File: src/rtl/psum_drain.sv
// psum_drain: reads a contiguous range of psum SRAM words and streams them
// out through a 2-entry FIFO with a valid/ready handshake.
// Optional build macro PSUM_DRAIN_RELU_EN clamps negative output lanes to 0.
module psum_drain #(
    parameter int psum_bw = 16,
    parameter int col     = 8,
    parameter int addr_bw = 11
) (
    input  logic                   clk,
    input  logic                   reset,
    input  logic                   start,
    input  logic [addr_bw-1:0]     base_addr,
    input  logic [addr_bw:0]       count,
    output logic                   busy,
    output logic                   done,
    output logic                   sram_cen,
    output logic                   sram_wen,
    output logic [addr_bw-1:0]     sram_a,
    input  logic [col*psum_bw-1:0] sram_q,
    output logic                   out_valid,
    input  logic                   out_ready,
    output logic [col*psum_bw-1:0] out_data
);

    localparam int word_bw = col * psum_bw;
    localparam logic [addr_bw:0] last_read = {{addr_bw{1'b0}}, 1'b1};

    typedef enum logic [1:0] {
        IDLE,
        RUN,
        FLUSH
    } state_t;

    state_t             state;
    logic [addr_bw-1:0] addr;
    logic [addr_bw:0]   reads_left;
    logic               in_flight;

    logic [word_bw-1:0] fifo_mem [2];
    logic               rd_ptr;
    logic               wr_ptr;
    logic [1:0]         occ;

    logic               issue;
    logic               pop;
    logic               push;
    logic [2:0]         credit_used;
    logic [word_bw-1:0] head;

    assign sram_wen  = 1'b1;
    assign sram_a    = addr;
    assign sram_cen  = ~issue;
    assign out_valid = (occ != 2'd0);

    // Read-issue and FIFO control; a head pop in the same cycle frees its slot
    // for the new read, which is what allows one word per cycle to be sustained.
    always_comb begin
        pop         = out_valid && out_ready;
        push        = in_flight;
        credit_used = {1'b0, occ} + {2'b00, in_flight} - {2'b00, pop};
        issue       = (state == RUN) && !reset && (credit_used < 3'd2);
    end

    // Control FSM: address/length tracking, busy/done and read-in-flight flag.
    always_ff @(posedge clk) begin
        if (reset) begin
            state      <= IDLE;
            addr       <= '0;
            reads_left <= '0;
            in_flight  <= 1'b0;
            busy       <= 1'b0;
            done       <= 1'b0;
        end else begin
            done      <= 1'b0;
            in_flight <= issue;
            case (state)
                IDLE: begin
                    if (start) begin
                        if (count == '0) begin
                            done <= 1'b1;
                        end else begin
                            state      <= RUN;
                            busy       <= 1'b1;
                            addr       <= base_addr;
                            reads_left <= count;
                        end
                    end
                end
                RUN: begin
                    if (issue) begin
                        addr       <= addr + 1'b1;
                        reads_left <= reads_left - 1'b1;
                        if (reads_left == last_read) begin
                            state <= FLUSH;
                        end
                    end
                end
                FLUSH: begin
                    // Leave on the final handshake itself so done/busy change
                    // in the very next cycle.
                    if (pop && (occ == 2'd1) && !in_flight) begin
                        state <= IDLE;
                        busy  <= 1'b0;
                        done  <= 1'b1;
                        addr  <= '0;
                    end
                end
                default: begin
                    state <= IDLE;
                end
            endcase
        end
    end

    // FIFO pointers and occupancy.
    always_ff @(posedge clk) begin
        if (reset) begin
            rd_ptr <= 1'b0;
            wr_ptr <= 1'b0;
            occ    <= '0;
        end else begin
            if (push) begin
                wr_ptr <= ~wr_ptr;
            end
            if (pop) begin
                rd_ptr <= ~rd_ptr;
            end
            case ({push, pop})
                2'b10:   occ <= occ + 2'd1;
                2'b01:   occ <= occ - 2'd1;
                default: occ <= occ;
            endcase
        end
    end

    // FIFO storage; data landing in a reset cycle is dropped.
    always_ff @(posedge clk) begin
        if (push && !reset) begin
            fifo_mem[wr_ptr] <= sram_q;
        end
    end

    // Output word from the FIFO head, zero when empty.
    always_comb begin
        head     = fifo_mem[rd_ptr];
        out_data = '0;
        if (out_valid) begin
            out_data = head;
`ifdef PSUM_DRAIN_RELU_EN
            for (int unsigned k = 0; k < col; k++) begin
                if (head[k*psum_bw + psum_bw - 1]) begin
                    out_data[k*psum_bw +: psum_bw] = '0;
                end
            end
`endif
        end
    end

endmodule

File: config.mk
export PLATFORM = sky130hd
export DESIGN_NAME = psum_drain
export DESIGN_NICKNAME = d
export VERILOG_FILES = /design/src/rtl/psum_drain.sv
export SDC_FILE = /design/constraint.sdc
export NUM_CORES = 1
export LEC_CHECK = 0
export ABC_AREA = 1
export ABC_CLOCK_PERIOD_IN_PS = 14250
export CORE_AREA = 5 5 313 162
export DETAILED_ROUTE_END_ITERATION = 7
export DIE_AREA = 0 0 318 167
export PLACE_DENSITY = 0.42
export SLEW_MARGIN = 25
export SYNTH_ARGS = -nofsm -noshare
export SYNTH_HDL_FRONTEND = slang
export SYNTH_SLANG_ARGS = --single-unit
export TNS_END_PERCENT = 30
File: constraint.sdc
create_clock -name clk -period 14.25 [get_ports clk]
set_clock_uncertainty 0.2 [all_clocks]
set_input_delay 2.1375 -clock clk [delete_from_list [all_inputs] [get_ports clk]]
set_output_delay 2.1375 -clock clk [all_outputs]
set_load 0.02 [all_outputs]
* Word level (Yosys, flattened, before mapping)
Memory sizes are Yosys's and may differ from the RTL's. A register that Yosys moved wholly into a read port is not among the register bits.
Index checks and enable logic that the tools add are counted.
** Word-level totals
- Memory bits (read-only) :: 0
- Output and inout port bits :: 144
- Memories :: 1
- Bits of input ports :: 155
- Memory bits (writable) :: 256
- Bits in latches :: 0
- Word-level logic and storage cells :: 79
- Flip-flop bits (word level) :: 32
** Cells by class
- Order comparisons :: 1
- Shifts and indexed selects :: 0
- Reduce and logical (&&, ||, !) cells :: 19
- Mux-type cells :: 29
- Divide/modulo/power cells :: 0
- Add/sub/neg operators :: 6
- Bitwise operators :: 3
- Equality and inequality tests :: 11
- $mul :: 0
** Memory list
- fifo_mem :: depth 2, bits a word 128, rd ports 1, clocked after memory_dff 1, wr ports 1, line 39 : logic [word_bw-1:0] fifo_mem [2];
** Operator list (count)
- $mux W128 :: 1
- $mux W11 :: 4
- $mux W12 :: 3
- $pmux W11 S3 :: 1
- $pmux W12 S2 :: 1
- $eq A12 B1 Y1 const B :: 1
- $logic_not A12 Y1 :: 1
- $sub A12 B1 Y12 const B :: 1
- $add A11 B1 Y11 const B :: 1
- $mux W1 :: 10
- $mux W2 :: 5
- $reduce_and A5 Y1 :: 2
- $ne A2 B2 Y1 const B :: 4
- $reduce_and A4 Y1 :: 2
- $reduce_bool A2 Y1 :: 4
- $eq A2 B1 Y1 const B :: 3
- $logic_and A1 B1 Y1 :: 6
- $pmux W2 S3 :: 1
- $eq A2 B2 Y1 const B :: 2
- $pmux W1 S2 :: 2
- $pmux W2 S2 :: 1
- $add A2 B1 Y3 :: 1
- $lt A3 B2 Y1 const B :: 1
- $not A1 Y1 :: 3
- other kinds (7) :: 8

* Longest topological paths before layout
Gate-level depths: netlist of run 1.
- Depth after elaboration :: 7
- Gate-level depth with buffers :: 21
- Gate-level depth less buffers :: 20

* Least setup slack after synthesis of run 1
No wires, ideal clock.
- Kind :: in2reg
- Start :: input reset
- End :: memory fifo_mem[1][0] (netlist name), enable pin
- Setup slack :: 2330 ps
- Setup time :: 772 ps
- Path buffers :: 1
- Stages :: 2
- Data arrival time :: 10948 ps
- Required time :: 13278 ps
- Cell sequence :: buf_2 > nor3_1
** On the way
- Word-level cells in the longest chain between the ends :: 4
** RTL lines
- from (decl) :: line 10 : input logic reset,
- $logic_not A1 Y1 :: line 138 : if (push && !reset) begin
- $logic_and A1 B1 Y1 :: line 138
- $mux W1 :: line 138
- $mux W1 (not written as such) :: line 139 : fifo_mem[wr_ptr] <= sram_q;
- to (decl) :: line 39
No other way between the ends.

* Worst setup path after layout of run 1
- Start :: input out_ready
- End :: output sram_cen
** On the way
- Word-level cells in the longest chain between the ends :: 5
** RTL lines
- from (decl) :: line 21 : input logic out_ready,
- $logic_and A1 B1 Y1 :: line 58 : pop = out_valid && out_ready;
- $sub A3 B1 Y3 :: line 60 : credit_used = {1'b0, occ} + {2'b00, in_flight} - {2'b00, pop};
- $lt A3 B2 Y1 :: line 61 : issue = (state == RUN) && !reset && (credit_used < 3'd2);
- $logic_and A1 B1 Y1 :: line 61
- $not A1 Y1 :: line 52 : assign sram_cen = ~issue;
- to (decl) :: line 16 : output logic sram_cen,
No other way between the ends.

==> flow_metrics.tcl, run 1 <==
set metrics [dict create \
    status "finished clean" \
    initial_core_util 0.246 \
    grt_pass1_vias 8387 \
    nets 1516 \
    power_mw 3.34 \
    hp-class "register to register" \
    drt_iter0_markers 498 \
    synth_ff_type "edfxtp_1" \
    critPathLaunchType "primary input" \
    place.gp.congestion 0.804 \
    worst_pin_slew_ps 921 \
    globalRouteTotalUtil 0.129 \
    grt_max_degree 85 \
    cts_hold_buffers 0 \
    worstSetupEndpointType "output port" \
    post-cts-setup-buffers 0 \
    rsz0062_at_grt "no" \
    io_pins 299 \
    fin_crit_ps 7080 \
    synth_top_area_cell "edfxtp_1" \
    overflow 0 \
    finalWorstSetupSlack_ps 7170 \
    cap_violations 0 \
    netlist_area_mm2 0.0117 \
    clock-root-buffer "clkbuf_16" \
    cts_sinks 289 \
    synth-edff-count 256 \
    antenna_left 0 \
    fp.dieW_um 318 \
    antenna_found_initial 0 \
    yosysUniqueCellTypes 35 \
    die_area_mm2 0.0531 \
    peakVddDrop_mv 0.107 \
    drtPass1Iterations 4 \
    h-tree-depth 1 \
    wl_per_cell_um 17.6 \
    path_clk_slew_ps 60 \
    arrival_ps 4740 \
    tns_ps 0 \
    vias_per_cell 4.15 \
    setup_viol 0 \
    drc_errors 0 \
    die_h_um 167 \
    placedInstanceArea_mm2 0.0154 \
    syn_nets 1230 \
    synth_top_area_frac 0.654 \
    clk_latency_ps 560 \
    finalCritPeriodShare 0.497 \
    busiest_layer "met1" \
    utilization 0.342 \
    slew_headroom 0.385 \
    cts_resized 0 \
    gr-usage-met2 0.187 \
    numPortBuffers 297 \
    cts_buffers 29 \
    powerDensity_mw_per_mm2 205 \
    synth_area_leaders "edfxtp_1 (65%), nor2_1 (11%), o21ai_0 (6.2%), dfxtp_1 (5.6%), nand2_1 (3.4%)" \
    async_flop_share 0 \
    area.growth.synth_to_final_pct 39.1 \
    grt_pass1_wl_um 54200 \
    yosysSeqAreaShare 0.711 \
    grtUsageMet3 0.0301 \
    synth_most_common_cell "nor2_1" \
    yosys_warnings 0 \
    drt_wl_total_um 35700 \
    critPathRequiredTime_ps 11910 \
    cts_tree "yes" \
    vias 8398 \
    rows 57 \
    hold_viol_final 0 \
    cp_max_fo 5 \
    ys_seq_elements 289 \
    dpl_worst_slack_ps 7150 \
    core-area_mm2 0.0477 \
    synth_commonest_cells "nor2_1 (335), edfxtp_1 (256), o21ai_0 (146)" \
    met1_usage 0.200 \
    fmax_mhz 141 \
    syn_avg_cell_area_um2 11.0 \
    final_max_slew_viol_count 0 \
    drive_above_1_share 0.0510 \
    fin_area_mm2 0.0163 \
    clock_path_buffers 3 \
    power.leakage_nw 5.82 \
    synthCells 1065 \
    critPathKind "primary input to output port" \
    hpwl_um 23900 \
]
-- state kept, by name, indices dropped and copies added, names as in the netlist, named ones only --
name and cells:
wr_ptr 1, rd_ptr 1, state 2, sram_a 11, reads_left 12, busy 1
fifo_mem 256, done 1, in_flight 1, occ 2
-- report_power, final --
group / internal, mW / switching [mW]
Combinational: 0.562 / 0.934
Sequential: 1.01 / 0.0672
Clock: 0.439 / 0.329
-- kinds of logic after synthesis --
group                      after synthesis  synth area share
AOI/OAI and AO/OA                      175            0.0756
xor gates and xnor gates                 3           0.00224
adders and majority gates               10            0.0113
buffers and inverters                   96            0.0331
DFF                                    289             0.711
muxes                                    1          0.000959
other                                    1          0.000319
and+or+nand+nor                        490             0.166
-- worst max-delay path, stage by stage --
cell and delay (ps):
clkdlybuf4s50_1 460, inv_1 50, nor2_2 180, inv_1 120, nor2_1 190, nor2_1 80
nor2_1 90, inv_1 70, fa_1 450, nand2_2 90, nor2_2 40, nand2_2 160
clkdlybuf4s50_1 630
-- path summary, 6_finish.rpt --
path	start	depth (start not counted)	to	slack, ps
max	out_ready	13	sram_cen	7170
min	busy	2	busy	260
max reg2reg	occ[1]	17	reads_left[7]	10600
min reg2reg	busy	2	busy	260
-- layer usage --
layer  part of all wire  wire [µm]  vias up
met1               0.53      18800     4001
met5                  0          0        -
met4              0.017        607        0
met3              0.046       1640       44
li1                   -          -     4196
met2               0.41      14600      157
-- through the flow --
| stage | hold WS (ps) | std cells |
|---|---|---|
| global placement | 241 | 1969 |
| finish | 255 | 2022 |
| detailed placement | 256 | 1969 |
| floorplan | 244 | 1065 |
| CTS | 265 | 2021 |
| global route | 294 | 2021 |
-- cell type report --
class / instances / area [µm²]
Sequential cell: 289 / 8350
Fill cell: 4773 / 31400
Multi-Input combinational cell: 680 / 3020
Tap cell: 649 / 812
Clock inverter: 13 / 149
Inverter: 44 / 169
Clock buffer: 39 / 783
Antenna cell: 1 / 2.50
Timing Repair Buffer: 307 / 3050
-- placed cells by master, fill, tap and decap left out, types with 24 or more instances in the layout --
cell             instances
nor2_1                 334
clkdlybuf4s50_1        297
edfxtp_1               256
o21ai_0                146
nand2_1                106
inv_1                   39
dfxtp_1                 32
clkbuf_16               29
nand3_1                 25
a21oi_1                 24
Note: power is estimated with default switching activity, not from simulation.
==> inputs of run 2 (changes only) <==
--- a/config.mk
+++ b/config.mk
@@ -6,7 +6,7 @@
 export NUM_CORES = 1
 export LEC_CHECK = 0
 export ABC_AREA = 1
-export ABC_CLOCK_PERIOD_IN_PS = 14250
+export ABC_CLOCK_PERIOD_IN_PS = 7400
 export CORE_AREA = 5 5 313 162
 export DETAILED_ROUTE_END_ITERATION = 7
 export DIE_AREA = 0 0 318 167
==> constraint.sdc (replaced) <==
create_clock -name clk -period 7.4 [get_ports clk]
set_clock_uncertainty 0.2 [all_clocks]
set_input_delay 1.11 -clock clk [delete_from_list [all_inputs] [get_ports clk]]
set_output_delay 1.11 -clock clk [all_outputs]
set_load 0.02 [all_outputs]
==> flow_metrics.tcl, run 2 (synthesis results as in run 1) <==
set metrics [dict create \
    fin_area_mm2 0.0164 \
    power.leakage_nw 5.84 \
    critPathKind "primary input to output port" \
    worstSetupEndpointType "output port" \
    placedInstanceArea_mm2 0.0154 \
    setup_viol 0 \
    critPathRequiredTime_ps 6090 \
    vias 8445 \
    slew_headroom 0.337 \
    hold_viol_final 0 \
    final_common_cell "nor2_1" \
    nets 1517 \
    rsz0062_at_grt "no" \
    n_fill_cell 4762 \
    fp.dieW_um 318 \
    cp_max_fo 5 \
    clock-root-buffer "clkbuf_16" \
    io_pins 299 \
    cp_slowest_stage_delay_ps 560 \
    cts_hold_buffers 0 \
    dpl.cell_count 1970 \
    drive_above_1_share 0.0509 \
    core-area_mm2 0.0477 \
    cap_violations 0 \
    cts_resized 0 \
    post-cts-setup-buffers 0 \
    finalCritPeriodShare 0.675 \
    powerDensity_mw_per_mm2 396 \
    rows 57 \
    globalRouteTotalUtil 0.134 \
    clk_latency_ps 560 \
    fmax_mhz 200 \
    hp-class "register to register" \
    peakVddDrop_mv 0.175 \
    antenna_found_initial 1 \
    drc_errors 0 \
    instances_no_fill 2023 \
    path_clk_slew_ps 70 \
    vias_per_cell 4.17 \
    grt_pass1_wl_um 55200 \
    clock_path_buffers 3 \
    cts_buffers 29 \
    power_mw 6.47 \
    numPortBuffers 297 \
    crit_chain "clkdlybuf4s50_1, inv_1, nor2_2, inv_1, nor2_1, nor2_1, nor2_1, inv_1, fa_1, nand2_2, nor2_2, nand2_2, clkdlybuf4s50_1" \
    tns_ps 0 \
    worst_pin_slew_ps 995 \
    utilization 0.343 \
    cts_sinks 289 \
    critPathLaunchType "primary input" \
    overflow 0 \
    finalWorstSetupSlack_ps 2410 \
    hpwl_um 24600 \
    multiInputGateArea_mm2 0.00303 \
    status "finished clean" \
    largest_register "fifo_mem" \
    grt_max_degree 62 \
    final_cell_mix "nor2_1 (334), clkdlybuf4s50_1 (297), edfxtp_1 (256)" \
    die_area_mm2 0.0531 \
    area.growth.synth_to_final_pct 39.2 \
    grt_pass1_vias 8301 \
    slowest_stage "clkdlybuf4s50_1" \
    drt_wl_total_um 36700 \
    final_max_slew_viol_count 0 \
    crit_family "buffers and inverters" \
    die_h_um 167 \
    drtPass1Iterations 5 \
    h-tree-depth 1 \
    fin_hold_ws_ps 256 \
    dpl_worst_slack_ps 2390 \
    cts_tree "yes" \
    place.gp.congestion 0.784 \
    drt_iter0_markers 557 \
    arrival_ps 3680 \
    antennaDiodeCount 0 \
    crit_buf_inv 5 \
    wl_per_cell_um 18.1 \
    largest_reg_flops 256 \
    seq_area_mm2 0.00835 \
    fin_crit_ps 4990 \
    initial_core_util 0.246 \
    antenna_left 0 \
]
[run 2: cell types whose count changed in the layout (fill, tap and decap cells not counted), sizes merged]
| cell | change |
|---|---|
| inv | -1 |
| clkinv | +9 |
| diode | -1 |
| clkbuf | -6 |
| clkinvlp | -2 |
| buf | +1 |
| bufinv | +1 |
[run 2: final cells by class]
cell class,count,share of cell area
Multi-Input combinational cell,680,0.185
Inverter,44,0.0103
Sequential cell,289,0.511
Tap cell,649,0.0497
Clock buffer,33,0.0453
Clock inverter,20,0.0118
Timing Repair Buffer,308,0.187
[run 2: per-layer routing]
layer	up-vias	track usage	share of wire
li1	4194	-	-
met1	4022	0.210	0.53
met2	186	0.188	0.41
met3	41	0.0336	0.050
met4	2	0.0203	0.015
met5	-	0	0.00019
[run 2: worst reg2reg max path: cells and delay by family (launching register included)]
| kind | cells | cell delay [ps] |
|---|---|---|
| AND/OR/NAND/NOR | 9 | 1290 |
| adder cells (fa/ha/maj) | 2 | 730 |
| buffers and inverters | 4 | 640 |
| flip-flops | 1 | 410 |
| AO/OA/AOI/OAI | 2 | 290 |
[run 2: power breakdown]
group          internal (mW)  switching, mW  total [mW]
combinational           1.09           1.83        2.91
sequential              1.95          0.119        2.07
clock                  0.853          0.637        1.49
total                   3.89           2.58        6.47
[run 2: final timing paths]
check | startpoint | to | slack (ps) | cells past startpoint
worst max register to register | occ[1] | reads_left[4] | 3800 | 17
worst min register to register | busy | busy | 260 | 2
worst max-delay path | out_ready | sram_cen | 2410 | 13
worst min-delay path | busy | busy | 260 | 2
==> inputs of run 3 (changes only) <==
--- a/config.mk
+++ b/config.mk
@@ -6,11 +6,11 @@
 export NUM_CORES = 1
 export LEC_CHECK = 0
 export ABC_AREA = 1
-export ABC_CLOCK_PERIOD_IN_PS = 7400
+export ABC_CLOCK_PERIOD_IN_PS = 4500
 export CORE_AREA = 5 5 313 162
 export DETAILED_ROUTE_END_ITERATION = 7
 export DIE_AREA = 0 0 318 167
-export PLACE_DENSITY = 0.42
+export PLACE_DENSITY = 0.44
 export SLEW_MARGIN = 25
 export SYNTH_ARGS = -nofsm -noshare
 export SYNTH_HDL_FRONTEND = slang
==> constraint.sdc (replaced) <==
create_clock -name clk -period 4.5 [get_ports clk]
set_clock_uncertainty 0.2 [all_clocks]
set_input_delay 0.675 -clock clk [delete_from_list [all_inputs] [get_ports clk]]
set_output_delay 0.675 -clock clk [all_outputs]
set_load 0.02 [all_outputs]
==> flow_metrics.tcl, run 3 (synthesis results as in run 1) <==
set metrics [dict create \
    path_clk_slew_ps 60 \
    dpl.cell_count 1973 \
    hold_depth 2 \
    reg2reg_to "reads_left[4]" \
    grtUsageMet3 0.0301 \
    antenna_left 0 \
    cts_tree "yes" \
    fin_crit_ps 4280 \
    powerDensity_mw_per_mm2 652 \
    hp-start "busy" \
    finalCritPeriodShare 0.951 \
    drt_iter0_markers 546 \
    hold_viol_final 0 \
    largest_reg_flops 256 \
    grt_pass1_wl_um 54600 \
    antennaDiodeCount 0 \
    rows 57 \
    cts_resized 0 \
    critPathLaunchType "register" \
    holdPathEnd "busy" \
    antenna_found_initial 1 \
    busiest_layer "met1" \
    die_h_um 167 \
    fin_area_mm2 0.0165 \
    reg2regPathDepth 17 \
    place.gp.congestion 0.785 \
    met1_usage 0.202 \
    gr-usage-met2 0.190 \
    clock_path_buffers 3 \
    drive_above_1_share 0.0595 \
    fmax_mhz 234 \
    r2r_slack_ps 1000 \
    post-cts-setup-buffers 0 \
    cts_buffers 30 \
    grt_max_degree 87 \
    final_cell_mix "nor2_1 (334), clkdlybuf4s50_1 (297), edfxtp_1 (256)" \
    clock-root-buffer "clkbuf_16" \
    clk_latency_ps 560 \
    hp-class "register to register" \
    peakVddDrop_mv 0.276 \
    critPathKind "register to output port" \
    area.growth.synth_to_final_pct 40.7 \
    io_pins 299 \
    slew_headroom 0.477 \
    largest_register "fifo_mem" \
    cp_max_fo 5 \
    placedInstanceArea_mm2 0.0155 \
    vias 8597 \
    arrival_ps 3410 \
    drt_wl_total_um 36000 \
    core-area_mm2 0.0477 \
    n_fill_cell 4718 \
    die_area_mm2 0.0531 \
    instances_no_fill 2028 \
    vias_per_cell 4.24 \
    wl_per_cell_um 17.8 \
    overflow 0 \
    initial_core_util 0.246 \
    r2r-start "occ[1]" \
    worst_pin_slew_ps 779 \
    power.leakage_nw 5.91 \
    worstSetupEndpointType "output port" \
    cp_slowest_stage_delay_ps 570 \
    globalRouteTotalUtil 0.131 \
    nets 1521 \
    drc_errors 0 \
    h-tree-depth 1 \
    cts_hold_buffers 0 \
    final_common_cell "nor2_1" \
    finalWorstSetupSlack_ps 219 \
    status "finished clean" \
    fp.dieW_um 318 \
    dpl_worst_slack_ps 382 \
    numPortBuffers 297 \
    rsz0062_at_grt "no" \
    final_max_slew_viol_count 0 \
    slowest_stage "clkdlybuf4s50_1" \
    grt_pass1_vias 8485 \
    cap_violations 0 \
    critPathRequiredTime_ps 3620 \
    drtPass1Iterations 5 \
    crit_chain "inv_1, ha_1, nor2_2, inv_1, nor2_1, nor2_1, nor2_1, inv_1, fa_1, nand2_2, nor2_2, nand2_2, clkdlybuf4s50_1" \
    cts_sinks 289 \
    setup_viol 0 \
    hpwl_um 24100 \
    tns_ps 0 \
]
run 3: changes by cell type in the layout (fill, tap and decap cells not counted), sizes merged:
| cell | before | now |
|---|---|---|
| bufinv | 4 | 2 |
| buf | 11 | 14 |
| clkinvlp | 0 | 2 |
| inv | 40 | 42 |
| clkbuf | 33 | 41 |
| clkinv | 20 | 12 |
run 3: stage by stage:
step / power, mW / hold slack (ps) / util
2_1_floorplan: 6.05 / 244 / -
3_3_place_gp: 8.35 / 256 / 0.325
3_5_place_dp: 8.35 / 257 / 0.325
4_1_cts: 11.0 / 268 / 0.346
5_1_grt: 11.5 / 278 / 0.346
6_report: 10.8 / 261 / 0.346
run 3: worst max-delay path by stage:
stage / cells past startpoint / startpoint / slack, ps / end
after floorplan: 2 / reset / 2 / fifo_mem[1][0]
after global placement: 13 / out_ready / 410 / sram_cen
after detailed placement: 13 / out_ready / 380 / sram_cen
after CTS: 13 / occ[1] / 170 / sram_cen
after global routing: 13 / occ[1] / 20 / sram_cen
final: 13 / occ[1] / 220 / sram_cen
run 3: critical path: cells and delay by family, from the launching register on:
family	cells	cell delay, ps
fa+ha+maj	2	720
buf+inv	4	860
simple gates	7	850
flops	1	410
run 3: cell type report:
| class | instances | area, µm² | area share |
|---|---|---|---|
| Clock buffer | 41 | 873 | 0.0528 |
| Sequential cell | 289 | 8350 | 0.505 |
| Tap cell | 649 | 812 | 0.0491 |
| Inverter | 44 | 169 | 0.0102 |
| Clock inverter | 14 | 138 | 0.00833 |
| Timing Repair Buffer | 311 | 3150 | 0.191 |
| Multi-Input combinational cell | 680 | 3030 | 0.183 |
run 3: layer usage:
layer	routed length, µm	part of all wire
met3	1740	0.048
met1	18600	0.52
met4	584	0.016
met2	15100	0.42
met5	13	0.00036
run 3: power by group:
part           internal, mW  leakage [nW]  switching (mW)
combinational          1.83          2.83            2.99
clock                  1.47         0.495            1.07
sequential             3.21          2.58           0.197
total                  6.51          5.91            4.26
